File: config.mk
export PLATFORM = sky130hd
export DESIGN_NAME = fetch_redirect_unit
export DESIGN_NICKNAME = d
export VERILOG_FILES = /design/src/rtl/fetch_redirect_unit.sv
export SDC_FILE = /design/constraint.sdc
export NUM_CORES = 1
export LEC_CHECK = 0
export BUFFER_PORTS_ARGS = -buffer_cell sky130_fd_sc_hd__buf_2
export CORE_MARGIN = 2
export CORE_UTILIZATION = 53
export CTS_CLUSTER_SIZE = 20
export DETAILED_ROUTE_END_ITERATION = 10
export GPL_ROUTABILITY_DRIVEN = 1
export PLACE_DENSITY = 0.85
export SLEW_MARGIN = 15
export SYNTH_ARGS = -nofsm -noshare
export SYNTH_HDL_FRONTEND = slang
export SYNTH_SLANG_ARGS = --single-unit
export TNS_END_PERCENT = 1
File: constraint.sdc
create_clock -name clk -period 4.7 [get_ports clk]
set_input_delay 0.47 -clock clk [delete_from_list [all_inputs] [get_ports clk]]
set_output_delay 0.47 -clock clk [all_outputs]
set_load 0.005 [all_outputs]
File: src/rtl/fetch_redirect_unit.sv
// Fetch stage and PC-redirect logic for the 3-stage RV32 pipeline.
// Owns the fetch PC, the FETCH->EX pipeline register and redirect target arithmetic.
module fetch_redirect_unit #(
  parameter int unsigned ADDR_W    = 12,
  parameter logic [31:0] RESET_PC  = 32'h0000_0000,
  parameter logic [31:0] NOP_INSTR = 32'h0000_0013
) (
  input  logic              clk,
  input  logic              rst,
  input  logic              en,
  input  logic              stall_FETCH,
  input  logic [1:0]        pcsrc_EX,
  input  logic [31:0]       rs1_data_EX,
  input  logic [11:0]       imm_i_EX,
  input  logic [31:0]       imm_j_extended,
  input  logic [31:0]       imm_b_extended,
  output logic [ADDR_W-1:0] imem_addr,
  input  logic [31:0]       imem_rdata,
  output logic [31:0]       pc_F,
  output logic [31:0]       instr_EX,
  output logic [31:0]       pc_EX,
  output logic [31:0]       pc_plus4_EX,
  output logic              stall_EX,
  output logic              misalign,
  output logic [31:0]       redirect_count
);

  logic [31:0] pc_q, pc_d;
  logic [31:0] instr_q, instr_d;
  logic [31:0] pc_ex_q, pc_ex_d;
  logic [31:0] pc_plus4_q, pc_plus4_d;
  logic        stall_ex_q, stall_ex_d;
  logic        misalign_q, misalign_d;
  logic [31:0] count_q, count_d;

  logic [31:0] pc_plus4_f;
  logic [31:0] target;
  logic        redir;
  logic        unused_target_bit0;

  assign pc_plus4_f = pc_q + 32'd4;

  // A bubble in EX carries no real control flow, so its request is ignored.
  assign redir = stall_FETCH & ~stall_ex_q;

  always_comb begin
    target = pc_plus4_f;
    unique case (pcsrc_EX)
      2'b01:   target = (rs1_data_EX + {{20{imm_i_EX[11]}}, imm_i_EX}) & ~32'd1;
      2'b10:   target = pc_ex_q + imm_j_extended;
      2'b11:   target = pc_ex_q + imm_b_extended;
      default: target = pc_plus4_f;
    endcase
  end

  assign unused_target_bit0 = target[0];

  always_comb begin
    pc_d       = pc_plus4_f;
    instr_d    = imem_rdata;
    pc_ex_d    = pc_q;
    pc_plus4_d = pc_plus4_f;
    stall_ex_d = 1'b0;
    misalign_d = misalign_q;
    count_d    = count_q;
    if (redir) begin
      pc_d       = {target[31:2], 2'b00};
      instr_d    = NOP_INSTR;
      stall_ex_d = 1'b1;
      misalign_d = misalign_q | target[1];
      count_d    = count_q + 32'd1;
    end
  end

  always_ff @(posedge clk) begin
    if (rst) begin
      pc_q       <= RESET_PC;
      instr_q    <= NOP_INSTR;
      pc_ex_q    <= 32'd0;
      pc_plus4_q <= 32'd4;
      stall_ex_q <= 1'b1;
      misalign_q <= 1'b0;
      count_q    <= 32'd0;
    end else if (en) begin
      pc_q       <= pc_d;
      instr_q    <= instr_d;
      pc_ex_q    <= pc_ex_d;
      pc_plus4_q <= pc_plus4_d;
      stall_ex_q <= stall_ex_d;
      misalign_q <= misalign_d;
      count_q    <= count_d;
    end
  end

  assign imem_addr      = pc_q[ADDR_W+1:2];
  assign pc_F           = pc_q;
  assign instr_EX       = instr_q;
  assign pc_EX          = pc_ex_q;
  assign pc_plus4_EX    = pc_plus4_q;
  assign stall_EX       = stall_ex_q;
  assign misalign       = misalign_q;
  assign redirect_count = count_q;

endmodule

==> impl_metrics.json, run 1 <==
{
  "status": "completed",
  "fin_nets": 1748,
  "cp-start-kind": "input pin",
  "hold_violations": 0,
  "cp.required_ns": 5.03,
  "min_period_ns": 3.60,
  "antenna_found_initial": 3,
  "yosysMostFrequentCell": "nor2_1",
  "clock_sinks": 156,
  "fmax_mhz": 278,
  "synth-async-reset-ratio": 0,
  "path_cells": "buf_2 > nand2_1 > buf_4 > mux2_2 > ha_1 > a21oi_1 > o21ai_0 > or3_1 > o21ai_0 > buf_4 > o221ai_1 > nor2_1 > xor2_1 > o22ai_1 > a21o_1",
  "drtIter0Drc": 742,
  "place_hpwl_mm": 23.9,
  "tritoncts": "built",
  "seq_area_frac_synth": 0.300,
  "hp-class": "in2reg",
  "reg2reg_from": "pc_EX[3]$_SDFFE_PP0P_",
  "synth.top_cells.by_count": "171 x nor2_1, 156 x dfxtp_1, 105 x nand2_1",
  "drtPass1Iterations": 7,
  "fp.dieW_um": 144,
  "clkSlewWorstSetupHoldPaths_ns": 0.07,
  "routed_wl_mm": 31.0,
  "synthesis.area_mm2": 0.0104,
  "cp.arrival_ns": 3.93,
  "setup.worst_path.start": "pcsrc_EX[0]",
  "dp.cells": 1779,
  "overflow": 0,
  "p_per_area_mw_per_mm2": 273,
  "cts_setup_buffers": 0,
  "synth_cell_types": 74,
  "synth_edf_count": 0,
  "min_period_over_period": 0.766,
  "ios": 320,
  "p_leak_nw": 5.99,
  "gp_congestion": 0.938,
  "area_growth_syn_to_layout_pct": 20.6,
  "cts_buffer_depth": 2,
  "ys.flop_type": "dfxtp_1",
  "worstSetupPathType": "in2reg",
  "ff2ff_setup_slack_ns": 1.75,
  "core-area_mm2": 0.0194,
  "via_per_inst": 5.72,
  "hold_buffers": 0,
  "die_area_mm2": 0.0208,
  "grt_pass1_vias": 9220,
  "final_cells": 1814,
  "start_util": 0.537,
  "drive_above_1_share": 0.256,
  "clock_skew_ns": 0.00846,
  "ys_ff_latch": 156,
  "insertion_delay_ns": 0.43,
  "grt_max_degree": 85,
  "synth_top_cell_by_area": "dfxtp_1",
  "avgRoutedWirePerCell_um": 17.1,
  "timing.rr.end": "pc_F[29]$_SDFFE_PP0P_",
  "tightestPinTransition_ns": 1.14,
  "rsz0062_at_grt": "no",
  "rr_worst_depth": 10,
  "peakVddDrop_mv": 0.174,
  "yosysWarnings": 0,
  "synth.avg_cell_area_um2": 8.15,
  "cts_root_buf": "clkbuf_16",
  "cts_made_buffers": 17,
  "relSlewSlack": 0.243,
  "cap_violations": 0,
  "drv_slew": 0,
  "worstSetupEndpointType": "register",
  "grt_first_pass_wirelength_mm": 46.7,
  "htreeDepth": 4,
  "cp_max_fo": 20,
  "cts_resized": 0,
  "port_buffers": 311,
  "die_h_um": 144,
  "hold_end": "instr_EX[3]$_SDFFE_PP0P_",
  "yosysTopAreaCellShare": 0.300,
  "whs_path_depth": 3,
  "vias": 10400,
  "fin_setup_tns_ns": 0,
  "min_from": "imem_rdata[3]",
  "syn_inst": 1277,
  "grt_usage": 0.285,
  "critPathSlowestCell": "buf_4",
  "slowest_delay_ns": 0.40,
  "synth.area.top_cells": "dfxtp_1 30%, ha_1 8.2%, nor2_1 6.2%, mux2i_1 6.1%, xor2_1 5.2%",
  "drc": 0,
  "setup_violations": 0,
  "rows": 51,
  "antenna_left": 0
}
==> layer usage <==
| layer | track usage | vias up | share of wire |
|---|---|---|---|
| li1 | - | 5081 | - |
| met2 | 0.460 | 460 | 0.46 |
| met4 | 0.132 | 0 | 0.033 |
| met5 | 0 | - | 0 |
| met3 | 0.0543 | 66 | 0.079 |
| met1 | 0.371 | 4778 | 0.43 |
==> cells by family (layout without fill, tap and decap cells) <==
| group | count (synthesis) | in the layout | synth area share |
|---|---|---|---|
| buffers and inverters | 102 | 366 | 0.0450 |
| multiplexers | 93 | 93 | 0.0930 |
| flip-flops | 156 | 156 | 0.300 |
| AND/OR/NAND/NOR | 426 | 426 | 0.189 |
| XOR/XNOR | 109 | 109 | 0.0917 |
| other | 1 | 9 | 0.000360 |
| AO/OA/AOI/OAI | 321 | 321 | 0.197 |
| adder cells (fa/ha/maj) | 69 | 69 | 0.0837 |
==> metrics by stage <==
stage | worst slack (ns) | total power [mW] | instance area [um^2] | util | hold slack, ns
after floorplan | 0.902 | 1.89 | 10400 | - | 0.460
after global placement | 0.799 | 2.11 | 12000 | 0.617 | 0.452
after detailed placement | 0.726 | 2.12 | 12000 | 0.617 | 0.463
after CTS | 1.18 | 3.43 | 12500 | 0.647 | 0.267
after global routing | 0.924 | 3.57 | 12600 | 0.647 | 0.283
final | 1.10 | 3.42 | 12600 | 0.647 | 0.278
==> layout make-up <==
| class | instances | area [um^2] |
|---|---|---|
| Multi-Input combinational cell | 1024 | 6840 |
| Clock buffer | 17 | 425 |
| Tap cell | 265 | 332 |
| Timing Repair Buffer | 320 | 1630 |
| Clock inverter | 15 | 144 |
| Sequential cell | 156 | 3120 |
| Antenna cell | 3 | 7.51 |
| Fill cell | 1710 | 6850 |
| Inverter | 14 | 52.6 |
==> how the worst max path moves through the flow <==
stage | end | slack (ns) | cells after the start
2_1_floorplan | pc_F[27]$_SDFFE_PP0P_ | 0.90 | 15
3_3_place_gp | pc_F[29]$_SDFFE_PP0P_ | 0.80 | 12
3_5_place_dp | pc_F[29]$_SDFFE_PP0P_ | 0.73 | 12
4_1_cts | pc_F[29]$_SDFFE_PP0P_ | 1.18 | 12
5_1_grt | pc_F[27]$_SDFFE_PP0P_ | 0.92 | 15
6_report | pc_F[27]$_SDFFE_PP0P_ | 1.10 | 15
==> flip-flops by register name, summed over array words and instances, names as in the netlist <==
register / count
pc_EX: 30
instr_EX: 32
misalign: 1
pc_plus4_EX: 30
stall_EX: 1
redirect_count: 32
pc_F: 30
==> critical path, delay by kind of cell <==
family | cells | cell delay [ns]
AO/OA/AOI/OAI | 6 | 1.02
AND/OR/NAND/NOR | 3 | 0.81
buffers and inverters | 3 | 0.68
multiplexers | 1 | 0.39
adder cells (fa/ha/maj) | 1 | 0.37
XOR/XNOR | 1 | 0.16
==> where the power goes <==
group | internal (mW) | switching [mW] | leakage [nW]
registers | 1.37 | 0.0434 | 1.27
clock network | 0.702 | 0.615 | 0.268
logic | 0.301 | 0.392 | 4.45
==> cell usage in the layout (no fill, tap or decap), drive strengths merged, types with 23 or more instances in the layout <==
| cell type | n |
|---|---|
| nor3 | 27 |
| o21ai | 67 |
| dfxtp | 156 |
| xor2 | 62 |
| mux2i | 63 |
| buf | 320 |
| a211oi | 34 |
| a22oi | 24 |
| xnor2 | 47 |
| nand3 | 29 |
| a21oi | 86 |
| a21o | 27 |
| nand2 | 106 |
| and3 | 23 |
| nor2 | 172 |
| mux2 | 30 |
| ha | 68 |
Power figures use the tool's default switching activity.
==> inputs of run 2 (changes only) <==
--- a/config.mk
+++ b/config.mk
@@ -5,9 +5,10 @@
 export SDC_FILE = /design/constraint.sdc
 export NUM_CORES = 1
 export LEC_CHECK = 0
+export ABC_AREA = 1
 export BUFFER_PORTS_ARGS = -buffer_cell sky130_fd_sc_hd__buf_2
 export CORE_MARGIN = 2
-export CORE_UTILIZATION = 53
+export CORE_UTILIZATION = 54
 export CTS_CLUSTER_SIZE = 20
 export DETAILED_ROUTE_END_ITERATION = 10
 export GPL_ROUTABILITY_DRIVEN = 1
==> constraint.sdc (replaced) <==
create_clock -name clk -period 3.75 [get_ports clk]
set_input_delay 0.375 -clock clk [delete_from_list [all_inputs] [get_ports clk]]
set_output_delay 0.375 -clock clk [all_outputs]
set_load 0.005 [all_outputs]
==> run 2 against run 1 <==
Routed wire length rose by 35%. Utilization rose by 1.4 points. Clock skew rose by 0.0073 ns. Critical path depth rose by 1. Non-clock buffer count rose by 3. Sequential power rose by 31%. Largest cell class unchanged.
==> impl_metrics.json, run 2 <==
{
  "antenna_left": 0,
  "p_leak_nw": 7.16,
  "hold_violations": 0,
  "tightestPinTransition_ns": 1.01,
  "area_growth_syn_to_layout_pct": 19.2,
  "synthesis.area_mm2": 0.0117,
  "core-area_mm2": 0.0212,
  "clock_sinks": 156,
  "grt_usage": 0.355,
  "hold_buffers": 0,
  "yosysMostFrequentCell": "nand2_1",
  "synth_top_cell_by_area": "dfxtp_1",
  "clock_skew_ns": 0.0157,
  "gp_congestion": 0.954,
  "cp_common_cell": "nand2_1",
  "cp_max_fo": 23,
  "fmax_mhz": 362,
  "path_cells": "buf_2 > nand2_1 > buf_4 > mux2_2 > ha_1 > nand2_1 > nor2_1 > inv_1 > nor3_1 > nand3_1 > nand3_1 > nand2_1 > nand3_1 > nand2_1 > nand2_1 > nand2_1",
  "synth_edf_count": 0,
  "layout_common_cells": "456 x nand2_1, 310 x buf_2, 218 x nor2_1",
  "rsz0062_at_grt": "no",
  "htreeDepth": 4,
  "cp.arrival_ns": 3.09,
  "via_per_inst": 5.61,
  "peakVddDrop_mv": 0.358,
  "cts_buffer_depth": 2,
  "grt_max_degree": 111,
  "hold_end": "instr_EX[0]$_SDFFE_PP1P_",
  "seq_area_frac_synth": 0.266,
  "status": "completed",
  "rr_worst_depth": 12,
  "ff2ff_setup_slack_ns": 1.39,
  "ys.flop_type": "dfxtp_1",
  "final_common_cell": "nand2_1",
  "start_util": 0.554,
  "cts_made_buffers": 17,
  "timing.rr.end": "pc_F[30]$_SDFFE_PP0P_",
  "hp-class": "in2reg",
  "drv_slew": 0,
  "whs_path_depth": 3,
  "relSlewSlack": 0.327,
  "vias": 13600,
  "fin_setup_tns_ns": 0,
  "clkSlewWorstSetupHoldPaths_ns": 0.07,
  "routed_wl_mm": 41.9,
  "yosysWarnings": 0,
  "p_per_area_mw_per_mm2": 344,
  "min_period_ns": 2.76,
  "worstSetupEndpointType": "register",
  "synth.avg_cell_area_um2": 6.29,
  "yosysTopAreaCellShare": 0.266,
  "grt_first_pass_wirelength_mm": 63.7,
  "hold_ws_ns": 0.159,
  "synth.top_cells.by_count": "456 x nand2_1, 218 x nor2_1, 214 x inv_1",
  "tritoncts": "built",
  "cap_violations": 0,
  "die_area_mm2": 0.0229,
  "ys_ff_latch": 156,
  "avgRoutedWirePerCell_um": 17.2,
  "cp.required_ns": 4.07,
  "insertion_delay_ns": 0.43,
  "drive_above_1_share": 0.203,
  "fin_nets": 2355,
  "slowest_delay_ns": 0.42,
  "ios": 320,
  "synth.area.top_cells": "dfxtp_1 27%, nand2_1 15%, ha_1 7.3%, nor2_1 7.0%, inv_1 6.8%",
  "place_hpwl_mm": 32.9,
  "rows": 53,
  "reg2reg_from": "pc_F[3]$_SDFFE_PP0P_",
  "synth_cell_types": 54,
  "cts_root_buf": "clkbuf_16",
  "cts_setup_buffers": 0,
  "min_from": "imem_rdata[0]",
  "overflow": 0,
  "synth-async-reset-ratio": 0,
  "drtPass1Iterations": 10,
  "setup_violations": 0,
  "drc": 0,
  "grt_pass1_vias": 12500,
  "worstSetupPathType": "in2reg",
  "drtIter0Drc": 1174,
  "antenna_found_initial": 1,
  "min_period_over_period": 0.737,
  "syn_inst": 1863,
  "cts_resized": 0,
  "cp-start-kind": "input pin",
  "critPathSlowestCell": "mux2_2",
  "fp.dieW_um": 151,
  "die_h_um": 151,
  "port_buffers": 311
}
[run 2: changes by cell type after synthesis, moves of 44 or more]
cell / previous run / this run
mux2i_1: 63 / 1
a21oi_1: 86 / 149
nand3_1: 28 / 116
o21ai_0: 66 / 142
inv_1: 13 / 214
nor2_1: 171 / 218
xor2_1: 62 / 18
nand2_1: 105 / 456
[run 2: how the worst max path moves through the flow]
stage                      startpoint                     to  slack (ns)  depth (start not counted)
after detailed placement  pcsrc_EX[0]  pc_F[13]$_SDFFE_PP0P_        0.66                         15
after global placement    pcsrc_EX[0]  pc_F[26]$_SDFFE_PP0P_        0.66                         16
final                     pcsrc_EX[0]  pc_F[26]$_SDFFE_PP0P_        0.99                         16
after global routing      pcsrc_EX[0]  pc_F[26]$_SDFFE_PP0P_        0.77                         16
after floorplan           pcsrc_EX[1]  pc_F[15]$_SDFFE_PP0P_        0.89                         15
after CTS                 pcsrc_EX[0]  pc_F[26]$_SDFFE_PP0P_        1.10                         16
[run 2: report_power, final]
part	switching, mW	leakage [nW]	internal, mW	total [mW]
sequential	0.101	1.28	1.75	1.85
combinational	0.785	5.61	0.474	1.26
clock	0.762	0.263	0.942	1.70
[run 2: worst max-delay path: cells and delay by family]
kind	cells	cell delay (ns)
adder cells (fa/ha/maj)	1	0.39
AND/OR/NAND/NOR	11	1.32
buffers and inverters	3	0.56
multiplexers	1	0.42
[run 2: cell families after synthesis]
kind of cell / Yosys count / synth area share
AOI/OAI and AO/OA: 339 / 0.155
xor gates and xnor gates: 35 / 0.0261
adders and majority gates: 69 / 0.0743
buffers and inverters: 289 / 0.0994
DFF: 156 / 0.266
muxes: 30 / 0.0287
other: 1 / 0.000320
and+or+nand+nor: 944 / 0.350
[run 2: layer usage]
layer  vias up  routed length [um]  track usage
met5         -                   0            0
met4         0                1510        0.141
met3        96                3400       0.0542
met2       664               19700        0.611
met1      6236               17200        0.444
li1       6642                   -            -
[run 2: layout make-up]
class / instances / area, um^2
Antenna cell: 2 / 5.00
Inverter: 219 / 823
Clock buffer: 18 / 439
Multi-Input combinational cell: 1423 / 7460
Tap cell: 275 / 344
Fill cell: 1919 / 7180
Timing Repair Buffer: 323 / 1650
Sequential cell: 156 / 3120
Clock inverter: 14 / 135
[run 2: per-stage QoR]
step / setup slack (ns) / power [mW] / cell area [um^2] / std cells / util
floorplan: 0.888 / 2.66 / 11700 / 1868 / -
global placement: 0.664 / 3.09 / 13400 / 2396 / 0.633
detailed placement: 0.657 / 3.11 / 13400 / 2396 / 0.633
CTS: 1.10 / 4.79 / 14000 / 2428 / 0.660
global route: 0.771 / 5.03 / 14000 / 2429 / 0.661
finish: 0.985 / 4.81 / 14000 / 2430 / 0.661
==> inputs of run 3 (changes only) <==
==> constraint.sdc (replaced) <==
create_clock -name clk -period 2.6 [get_ports clk]
set_input_delay 0.26 -clock clk [delete_from_list [all_inputs] [get_ports clk]]
set_output_delay 0.26 -clock clk [all_outputs]
set_load 0.005 [all_outputs]
==> run 3 against run 2 <==
Register-to-register slack lost 1.0 ns. Via count grew 2.5%. Critical path depth grew 1. Routed wire length grew 2.9%. Global-route usage grew 1.1 points. Design area grew 5.3%. Clock power grew 48%. Sequential share of layout area shrank 1.1 points. Largest power group unchanged. Hold slack lost 0.12 ns. First-iteration DRC count grew 12%. Utilization grew 3.5 points. Clock skew shrank 0.0022 ns.
==> impl_metrics.json, run 3 (synthesis results as in run 2) <==
{
  "status": "completed",
  "hold_ws_ns": 0.0380,
  "cap_violations": 0,
  "final_util": 0.695,
  "timing.final.ws_setup_ns": 0.195,
  "vias": 14000,
  "antenna_left": 0,
  "min_period_ns": 2.40,
  "via_per_inst": 5.56,
  "rsz0062_at_grt": "no",
  "placed_area_mm2": 0.0141,
  "insertion_delay_ns": 0.44,
  "worstSetupEndpointType": "register",
  "port_buffers": 311,
  "start_util": 0.554,
  "p_leak_nw": 7.62,
  "drtIter0Drc": 1315,
  "clkSlewWorstSetupHoldPaths_ns": 0.07,
  "diodes": 0,
  "setup_violations": 0,
  "grt_first_pass_wirelength_mm": 65.3,
  "htreeDepth": 4,
  "fp.dieW_um": 151,
  "peakVddDrop_mv": 0.500,
  "cts_made_buffers": 17,
  "tritoncts": "built",
  "routed_wl_mm": 43.1,
  "hold_violations": 0,
  "dp_slack_ns": -0.343,
  "hold_buffers": 0,
  "cts_root_buf": "clkbuf_16",
  "cp_max_fo": 6,
  "layout_common_cells": "455 x nand2_1, 310 x buf_2, 218 x nor2_1",
  "min_period_over_period": 0.925,
  "p_per_area_mw_per_mm2": 492,
  "drc": 0,
  "avgRoutedWirePerCell_um": 17.2,
  "hp-class": "in2reg",
  "clock_sinks": 156,
  "clock_skew_ns": 0.0135,
  "cts_buffer_depth": 2,
  "grt_pass1_vias": 12700,
  "antenna_found_initial": 0,
  "gp_congestion": 0.944,
  "final_common_cell": "nand2_1",
  "grt_usage": 0.366,
  "area_growth_syn_to_layout_pct": 25.4,
  "ios": 320,
  "drive_above_1_share": 0.234,
  "die_area_mm2": 0.0229,
  "relSlewSlack": 0.446,
  "overflow": 0,
  "place_hpwl_mm": 33.6,
  "tightestPinTransition_ns": 0.829,
  "rows": 53,
  "cp.arrival_ns": 2.73,
  "die_h_um": 151,
  "core-area_mm2": 0.0212,
  "design_area_mm2": 0.0147,
  "cp-start-kind": "input pin",
  "worstSetupPathType": "in2reg",
  "cp.required_ns": 2.93,
  "drtPass1Iterations": 7,
  "fin_nets": 2439,
  "drv_slew": 0,
  "grt_max_degree": 141,
  "fmax_mhz": 416
}
[run 3: path summary, 6_finish.rpt]
kind	startpoint	to	slack [ns]	cells after the start
hold reg to reg	pc_plus4_EX[11]$_SDFFE_PP0P_	pc_plus4_EX[11]$_SDFFE_PP0P_	0.46	2
setup / recovery	pcsrc_EX[1]	pc_F[15]$_SDFFE_PP0P_	0.20	17
hold / removal	imem_rdata[4]	instr_EX[4]$_SDFFE_PP1P_	0.04	3
setup reg to reg	pc_EX[5]$_SDFFE_PP0P_	pc_F[28]$_SDFFE_PP0P_	0.37	12
[run 3: area by class of cell]
cell class	instances	area, um^2
Clock inverter	12	128
Clock buffer	20	457
Timing Repair Buffer	407	2350
Sequential cell	156	3120
Inverter	219	823
Multi-Input combinational cell	1423	7490
Tap cell	275	344
Fill cell	1889	6440
[run 3: where the power goes]
part           internal (mW)  switching [mW]  total [mW]
Sequential              2.52           0.136        2.66
Combinational          0.856            1.20        2.06
Clock                   1.40            1.12        2.52
[run 3: critical path: stages]
cell and delay [ns]:
buf_2 0.13, nand2_4 0.13, buf_4 0.18, mux2_2 0.34, ha_1 0.31, a21oi_1 0.17
nand2_1 0.16, nand2_1 0.11, nand2_1 0.11, buf_4 0.15, nand3_1 0.05, nand2_1 0.10
or2_2 0.29, nand3_1 0.07, nand2_1 0.05, nand2_1 0.07, nand2_1 0.04
[run 3: routing by layer]
metal | vias to the layer above | wire [um] | track usage
met3 | 113 | 3850 | 0.0536
met2 | 757 | 20300 | 0.634
li1 | 6825 | - | -
met4 | 0 | 1740 | 0.157
met5 | - | 0 | 0
met1 | 6284 | 17200 | 0.451
[run 3: timing repair]
item,4_1_cts,5_1_grt
endpoints found under the setup margin,0,10
gates resized for setup,0,6
setup buffers,0,0
[run 3: through the flow]
stage / total power, mW / std cells / TNS, ns
floorplan: 3.85 / 1868 / 0
global placement: 4.67 / 2479 / -2.59
detailed placement: 4.70 / 2479 / -4.03
CTS: 7.17 / 2511 / 0
global route: 7.56 / 2512 / 0
finish: 7.24 / 2512 / 0
